--- src/rtl/secuenciador_ventana_pkg.sv ---
// Shared constants for the window-read sequencer: register map, command/status
// bit positions and FSM state encoding.
package secuenciador_ventana_pkg;

    localparam logic [2:0] REG_INICIO    = 3'd0;
    localparam logic [2:0] REG_LECTURAS  = 3'd1;
    localparam logic [2:0] REG_FILAS     = 3'd2;
    localparam logic [2:0] REG_PASO      = 3'd3;
    localparam logic [2:0] REG_BUFFERS   = 3'd4;
    localparam logic [2:0] REG_COMANDO   = 3'd5;
    localparam logic [2:0] REG_ESTADO    = 3'd6;
    localparam logic [2:0] REG_RESERVADO = 3'd7;

    localparam int CMD_START          = 0;
    localparam int CMD_ABORT          = 1;
    localparam int STS_OCUPADO        = 0;
    localparam int STS_ERROR          = 1;
    localparam int STS_LIMPIAR_ERROR  = 2;

    typedef enum logic [1:0] {
        REPOSO   = 2'd0,
        LECTURA  = 2'd1,
        FIN_FILA = 2'd2,
        HECHO    = 2'd3
    } estado_t;

endpackage

--- src/rtl/secuenciador_ventana_ffd.sv ---
// Enabled D register with asynchronous active-high clear; used for every
// visible configuration register and its shadow copy.
module FlipFlopD_Habilitado #(
    parameter int ANCHO = 1
) (
    input  logic             clk,
    input  logic             reset,
    input  logic             habilitacion,
    input  logic [ANCHO-1:0] d,
    output logic [ANCHO-1:0] q
);

    always_ff @(posedge clk or posedge reset) begin
        if (reset) begin
            q <= '0;
        end else if (habilitacion) begin
            q <= d;
        end
    end

endmodule

--- src/rtl/secuenciador_ventana.sv ---
// Window-read sequencer: instruction-bus register file plus an FSM that issues
// row-by-row memory reads tagged with a rotating line-buffer index.
//
// state    | meaning
// REPOSO   | idle, waiting for a start command
// LECTURA  | requesting words of the current row
// FIN_FILA | one-cycle row advance: base += stride, rotate buffer index
// HECHO    | one-cycle completion pulse, then back to REPOSO
module secuenciador_ventana
    import secuenciador_ventana_pkg::*;
#(
    parameter int BITS_BUS_DATOS_INSTR     = 21,
    parameter int BITS_BUS_DIRECCION_INSTR = 11,
    parameter int BITS_BUFFERS_IMAGEN      = 2,
    parameter int BITS_CONTADOR            = 12
) (
    input  logic                                clk,
    input  logic                                reset,
    input  logic [BITS_BUS_DIRECCION_INSTR-1:0] direccion_registros,
    input  logic [BITS_BUS_DATOS_INSTR-1:0]     datos_registros,
    input  logic                                habilitacion_registros,
    output logic [BITS_BUS_DATOS_INSTR-1:0]     datos_lectura_registros,
    output logic                                solicitud_valida,
    output logic [BITS_BUS_DATOS_INSTR-1:0]     direccion_mem,
    input  logic                                mem_listo,
    output logic [BITS_BUFFERS_IMAGEN-1:0]      indice_buffer,
    output logic                                ultimo_fila,
    output logic                                ocupado,
    output logic                                hecho
);

    localparam int BD = BITS_BUS_DATOS_INSTR;
    localparam int BC = BITS_CONTADOR;
    localparam int BB = BITS_BUFFERS_IMAGEN;

    estado_t estado, estado_sig;

    logic [2:0] sel;
    logic       escribe_inicio, escribe_lecturas, escribe_filas, escribe_paso, escribe_buffers;
    logic       cmd_start, cmd_abort, limpiar_error, arranque, sin_trabajo;

    logic [BD-1:0] inicio_q, paso_q, inicio_sh, paso_sh;
    logic [BC-1:0] lecturas_q, filas_q, lecturas_sh, filas_sh;
    logic [BB-1:0] buffers_q, buffers_sh;

    logic [BD-1:0] desplazamiento;
    logic [BC-1:0] palabra, fila;
    logic [BB-1:0] indice, indice_sig;
    logic          abort_pendiente, error_sticky;
    logic          ultima_palabra, ultima_fila;

    logic unused_bits;
    assign unused_bits = ^direccion_registros[BITS_BUS_DIRECCION_INSTR-1:3];

    assign sel              = direccion_registros[2:0];
    assign escribe_inicio   = habilitacion_registros && (sel == REG_INICIO);
    assign escribe_lecturas = habilitacion_registros && (sel == REG_LECTURAS);
    assign escribe_filas    = habilitacion_registros && (sel == REG_FILAS);
    assign escribe_paso     = habilitacion_registros && (sel == REG_PASO);
    assign escribe_buffers  = habilitacion_registros && (sel == REG_BUFFERS);
    assign cmd_start     = habilitacion_registros && (sel == REG_COMANDO) && datos_registros[CMD_START];
    assign cmd_abort     = habilitacion_registros && (sel == REG_COMANDO) && datos_registros[CMD_ABORT];
    assign limpiar_error = habilitacion_registros && (sel == REG_ESTADO) && datos_registros[STS_LIMPIAR_ERROR];

    // Abort wins over a simultaneous start; shadows capture on the accepted start edge.
    assign arranque    = (estado == REPOSO) && cmd_start && !cmd_abort;
    assign sin_trabajo = (lecturas_q == '0) || (filas_q == '0);

    FlipFlopD_Habilitado #(.ANCHO(BD)) u_inicio   (.clk(clk), .reset(reset), .habilitacion(escribe_inicio),   .d(datos_registros),         .q(inicio_q));
    FlipFlopD_Habilitado #(.ANCHO(BC)) u_lecturas (.clk(clk), .reset(reset), .habilitacion(escribe_lecturas), .d(datos_registros[BC-1:0]), .q(lecturas_q));
    FlipFlopD_Habilitado #(.ANCHO(BC)) u_filas    (.clk(clk), .reset(reset), .habilitacion(escribe_filas),    .d(datos_registros[BC-1:0]), .q(filas_q));
    FlipFlopD_Habilitado #(.ANCHO(BD)) u_paso     (.clk(clk), .reset(reset), .habilitacion(escribe_paso),     .d(datos_registros),         .q(paso_q));
    FlipFlopD_Habilitado #(.ANCHO(BB)) u_buffers  (.clk(clk), .reset(reset), .habilitacion(escribe_buffers),  .d(datos_registros[BB-1:0]), .q(buffers_q));

    FlipFlopD_Habilitado #(.ANCHO(BD)) u_inicio_sh   (.clk(clk), .reset(reset), .habilitacion(arranque), .d(inicio_q),   .q(inicio_sh));
    FlipFlopD_Habilitado #(.ANCHO(BC)) u_lecturas_sh (.clk(clk), .reset(reset), .habilitacion(arranque), .d(lecturas_q), .q(lecturas_sh));
    FlipFlopD_Habilitado #(.ANCHO(BC)) u_filas_sh    (.clk(clk), .reset(reset), .habilitacion(arranque), .d(filas_q),    .q(filas_sh));
    FlipFlopD_Habilitado #(.ANCHO(BD)) u_paso_sh     (.clk(clk), .reset(reset), .habilitacion(arranque), .d(paso_q),     .q(paso_sh));
    FlipFlopD_Habilitado #(.ANCHO(BB)) u_buffers_sh  (.clk(clk), .reset(reset), .habilitacion(arranque), .d(buffers_q),  .q(buffers_sh));

    assign ultima_palabra = (palabra == lecturas_sh - BC'(1));
    assign ultima_fila    = (fila == filas_sh - BC'(1));
    // A buffer count of 0 or 1 pins the index at 0.
    assign indice_sig = ((buffers_sh <= BB'(1)) || (indice >= buffers_sh - BB'(1))) ? '0 : indice + BB'(1);

    always_ff @(posedge clk or posedge reset) begin
        if (reset) begin
            estado <= REPOSO;
        end else begin
            estado <= estado_sig;
        end
    end

    always_comb begin
        estado_sig = estado;
        case (estado)
            REPOSO: begin
                if (arranque) begin
                    estado_sig = sin_trabajo ? HECHO : LECTURA;
                end
            end
            LECTURA: begin
                if (mem_listo) begin
                    if (abort_pendiente || cmd_abort) begin
                        estado_sig = HECHO;
                    end else if (ultima_palabra) begin
                        estado_sig = FIN_FILA;
                    end
                end
            end
            FIN_FILA: begin
                if (cmd_abort || ultima_fila) begin
                    estado_sig = HECHO;
                end else begin
                    estado_sig = LECTURA;
                end
            end
            HECHO:   estado_sig = REPOSO;
            default: estado_sig = REPOSO;
        endcase
    end

    always_comb begin
        solicitud_valida = (estado == LECTURA);
        ocupado          = (estado == LECTURA) || (estado == FIN_FILA);
        hecho            = (estado == HECHO);
        ultimo_fila      = (estado == LECTURA) && ultima_palabra;
        direccion_mem    = inicio_sh + desplazamiento + BD'(palabra);
        indice_buffer    = indice;
    end

    // Row/buffer progress lives only inside a sequence; idle and done states wipe it.
    always_ff @(posedge clk or posedge reset) begin
        if (reset) begin
            desplazamiento  <= '0;
            palabra         <= '0;
            fila            <= '0;
            indice          <= '0;
            abort_pendiente <= 1'b0;
        end else begin
            case (estado)
                LECTURA: begin
                    if (cmd_abort) begin
                        abort_pendiente <= 1'b1;
                    end
                    if (mem_listo) begin
                        palabra <= palabra + BC'(1);
                    end
                end
                FIN_FILA: begin
                    palabra        <= '0;
                    desplazamiento <= desplazamiento + paso_sh;
                    fila           <= fila + BC'(1);
                    indice         <= indice_sig;
                end
                default: begin
                    desplazamiento  <= '0;
                    palabra         <= '0;
                    fila            <= '0;
                    indice          <= '0;
                    abort_pendiente <= 1'b0;
                end
            endcase
        end
    end

    always_ff @(posedge clk or posedge reset) begin
        if (reset) begin
            error_sticky <= 1'b0;
        end else if (cmd_start && ocupado) begin
            error_sticky <= 1'b1;
        end else if (limpiar_error) begin
            error_sticky <= 1'b0;
        end
    end

    always_comb begin
        datos_lectura_registros = '0;
        case (sel)
            REG_INICIO:   datos_lectura_registros = inicio_q;
            REG_LECTURAS: datos_lectura_registros = BD'(lecturas_q);
            REG_FILAS:    datos_lectura_registros = BD'(filas_q);
            REG_PASO:     datos_lectura_registros = paso_q;
            REG_BUFFERS:  datos_lectura_registros = BD'(buffers_q);
            REG_ESTADO: begin
                datos_lectura_registros[STS_OCUPADO] = ocupado;
                datos_lectura_registros[STS_ERROR]   = error_sticky;
            end
            default:      datos_lectura_registros = '0;
        endcase
    end

endmodule

--- config.mk ---
export PLATFORM = sky130hd
export DESIGN_NAME = secuenciador_ventana
export DESIGN_NICKNAME = d
export VERILOG_FILES = /design/src/rtl/secuenciador_ventana_pkg.sv /design/src/rtl/secuenciador_ventana_ffd.sv /design/src/rtl/secuenciador_ventana.sv
export SDC_FILE = /design/constraint.sdc
export NUM_CORES = 1
export LEC_CHECK = 0
export ABC_AREA = 1
export CAP_MARGIN = 20
export CORE_MARGIN = 2
export CORE_UTILIZATION = 54
export CTS_BUF_LIST = sky130_fd_sc_hd__clkbuf_16
export CTS_CLUSTER_DIAMETER = 30
export DETAILED_ROUTE_END_ITERATION = 8
export PLACE_DENSITY = 0.77
export SETUP_SLACK_MARGIN = 0.02
export SLEW_MARGIN = 15
export SYNTH_ARGS = -nofsm -noshare
export SYNTH_HDL_FRONTEND = slang
export SYNTH_SLANG_ARGS = --single-unit
--- constraint.sdc ---
create_clock -name clk -period 6.37 [get_ports clk]
set_clock_uncertainty 0.2 [all_clocks]
set_input_delay 1.274 -clock clk [delete_from_list [all_inputs] [get_ports clk]]
set_output_delay 1.274 -clock clk [all_outputs]
set_load 0.005 [all_outputs]
==> summary.md <==
| Metric | Value |
|---|---|
| Clock tree buffer depth | 2 |
| Hold_buf cts | 0 |
| Hpwl dp | 21700 um |
| Max_cap viols | 0 |
| Top FF cell, synth | dfrtp_1 |
| Adder-Cell Fraction of Synth Area | 0.0901 |
| Psw | 0.00155 W |
| Synthesis-to-finish area growth | 14.3% |
| Fraction of registers with async set/reset | 1.00 |
| Hold Path Stages | 2 |
| Vias in the first global route | 9042 |
| Final Max Slew Viols | 0 |
| Port bufs | 75 |
| # H-tree levels | 4 |
| Post-Syn Instances | 1399 |
| Post-CTS Resized | 0 |
| TritonCTS clock tree | built |
| Total length of routed wires | 28300 um |
| Clk pwr share | 0.263 |
| Max Fclk | 189 MHz |
| Simple-Gate Fraction of Synth Area | 0.207 |
| Row count | 52 |
| Worst path slowest cell | clkdlybuf4s50_1 |
| Critical path, cell by cell | inv_1 > fa_1 > inv_1 > ha_1 > inv_1 > fa_1 > inv_1 > nand3_1 > nand2_1 > a21oi_1 > o21ai_1 > a21boi_0 > o21ai_1 > xor2_1 > clkdlybuf4s50_1 |
| WL per Instance | 16.2 um |
| Hold WC Path Type | reg2reg |
| Worst reg2reg path startpoint | estado[1] |
| Cell area after synthesis | 11200 um^2 |
| P_leak | 6.39 nW |
| Post-synthesis xor/xnor area fraction | 0.0318 |
| DRT Pass-1 Iters | 5 |
| Drt drc | 0 |
| Placed cell area | 12200 um^2 |
| Kind of critical path | reg2out |
| Yosys cell types | 52 |
| Reg2reg end | desplazamiento[4] |
| Top post-synthesis cells by area | dfrtp_1 (42%), nand2_1 (11%), ha_1 (6.5%) |
| Clk_lat worst skew | 0.44 ns |
| Hold wc startpoint | u_inicio.q[13] |
| DRT iter0 DRCs | 713 |
| Dominant cell type by area after synthesis | dfrtp_1 |
| Core area | 20200 um^2 |
| Largest net degree at the start of global routing | 94 |
| Status | finished clean |
| Compound-Gate Fraction of Synth Area | 0.158 |
| Dpl ws | 1.13 ns |
| Layout cell share with drive strength beyond 1 | 0.0454 |
| Reg clk slew, reported paths | 0.07 ns |
| Int Pwr | 0.00264 W |
| Sw Ratio | 0.370 |
| Die Area | 21800 um^2 |
| FILL cells | 1749 |
| Register area share after synthesis | 0.419 |
| Critical path peak fanout | 5 |
| Synthesized flop and latch total | 187 |
| Multi-input gate area | 5610 um^2 |
| Final worst slack | 1.07 ns |
| Sequential power share | 0.393 |
| Initial Utilization | 0.552 |
| Worst Hold Endpoint | u_inicio.q[13] |
| First-pass GRT wire length | 46500 um |
| Comb pwr share | 0.343 |
| Boundary pin count | 84 |
| Worst VDD drop | 0.000220 V |
| Post CTS Setup Buffer Count | 0 |
| Total number of yosys warnings | 0 |
| Mean Syn Cell Area | 7.98 um^2 |
| Rel. slew slack | 0.382 |
| Mux cell area share after synthesis | 0.0161 |
| Final setup viols | 0 |
| Dpl cells | 1715 |
| Post-route insts no fill | 1747 |
| Cts bufs inserted | 17 |
| GRT overflow | 0 |
| Commonest cells in the netlist | nand2_1 (328), dfrtp_1 (187), inv_1 (182) |
| ANT nets after route | 0 |
| Pwr dens | 329 nW/um^2 |
| Vias per cell | 5.57 |
| FF+latch area | 4680 um^2 |
| # diodes | 0 |
| Design area | 12800 um^2 |
| Root buf cell | clkbuf_16 |
| Slew @ Worst Pin | 0.925 ns |
| Largest family of logic cells by synthesized area | simple AND/OR/NAND/NOR gates |
| Synth Net Count | 1507 |
| CP max stage delay | 0.52 ns |
| Routability cong. | 0.931 |
| Required @ worst endpoint | 4.90 ns |
| Startpoint types | register |
| Synth top area share | 0.419 |
| Final hold vios | 0 |
| Total clock sinks | 187 |
| Most common cell in the netlist | nand2_1 |
| Vias | 9736 |
| Crit path DAT | 3.83 ns |
| Reg2Reg Setup Slack | 3.31 ns |
| CP endpoint kind | output port |
| Chip width | 148 um |
| Final period utilization | 0.832 |
| Setup TNS | 0 ns |
| Post-layout minimum cycle time | 5.30 ns |
| RSZ-0062 raised after global routing | false |
| Worst reg-to-reg path cell count | 8 |
| Number of synthesized flops with an enable pin | 0 |
| Die height | 148 um |
| Final nets | 1572 |
| Initial antenna violation count | 0 |
| CP dominant cell by count | inv_1 |
| Total GRT Usage | 0.269 |
[final cells by class]
type	count	area share
clock buffer	17	0.0333
inverter	185	0.0547
sequential	187	0.366
timing repair buffer	84	0.0651
tap	270	0.0265
multi-input combinational	989	0.440
clock inverter	15	0.0144
[worst max path at each step]
stage / slack, ns / cells after the start / endpoint / start
detailed placement: 1.13 / 7 / datos_lectura_registros[12] / direccion_registros[2]
floorplan: 2.37 / 12 / direccion_mem[15] / u_inicio_sh.q[1]
global route: 0.81 / 15 / direccion_mem[15] / palabra[0]
finish: 1.07 / 15 / direccion_mem[15] / palabra[0]
CTS: 1.05 / 15 / direccion_mem[15] / palabra[0]
global placement: 1.12 / 7 / datos_lectura_registros[12] / direccion_registros[2]
[stage by stage]
step | total power (W) | hold slack (ns) | util
2_1_floorplan | 0.00255 | 0.253 | -
3_3_place_gp | 0.00305 | 0.267 | 0.601
3_5_place_dp | 0.00308 | 0.273 | 0.601
4_1_cts | 0.00420 | 0.291 | 0.631
5_1_grt | 0.00447 | 0.308 | 0.631
6_report | 0.00420 | 0.288 | 0.631
[critical path, delay by kind of cell (launching register included)]
family                   cells  cell delay (ns)
buffers and inverters        5             0.90
XOR/XNOR                     1             0.17
AO/OA/AOI/OAI                4             0.70
AND/OR/NAND/NOR              2             0.18
flip-flops                   1             0.39
adder cells (fa/ha/maj)      3             1.04
[cell usage in the layout (no fill, tap or decap), types with 18 or more instances in the layout]
cell             instances
dfrtp_1                187
ha_1                    58
nor3_1                  24
a21oi_1                 72
xor2_1                  18
nor2_1                 100
nand2_1                328
o21ai_0                126
inv_1                  182
clkdlybuf4s50_1         75
xnor2_1                 20
o21ai_1                 50
nand3_1                 60
[cells by family (layout without fill, tap and decap cells)]
logic type,after synthesis,in the layout
muxes,12,12
xor gates and xnor gates,39,39
AOI/OAI and AO/OA,317,317
buffers and inverters,223,301
adders and majority gates,72,72
and+or+nand+nor,549,549
DFF,187,187
[power by group through the flow]
stage,combinational [W],sequential (W),clock [W]
6_report,0.00144,0.00165,0.00111
2_1_floorplan,0.000971,0.00158,0
5_1_grt,0.00163,0.00168,0.00117
4_1_cts,0.00143,0.00164,0.00112
3_3_place_gp,0.00139,0.00165,0
3_5_place_dp,0.00142,0.00166,0
[layer usage]
metal	up-vias	routed length, um	share of wire	track usage
li1	4764	-	-	-
met1	4609	13600	0.48	0.416
met2	331	12000	0.43	0.391
met3	32	2020	0.071	0.0438
met4	0	627	0.022	0.0784
met5	-	0	0	0
[sequential cells by signal, indices dropped and copies added (netlist names)]
| signal | count |
|---|---|
| u_lecturas_sh.q | 12 |
| u_inicio.q | 21 |
| indice_buffer | 2 |
| u_buffers.q | 2 |
| u_filas_sh.q | 12 |
| desplazamiento | 21 |
| fila | 12 |
| u_paso.q | 21 |
| estado | 2 |
| u_buffers_sh.q | 2 |
| error_sticky | 1 |
| abort_pendiente | 1 |
| u_inicio_sh.q | 21 |
| u_paso_sh.q | 21 |
| u_filas.q | 12 |
| u_lecturas.q | 12 |
| palabra | 12 |
No activity file was read; power rests on OpenSTA's default activity.
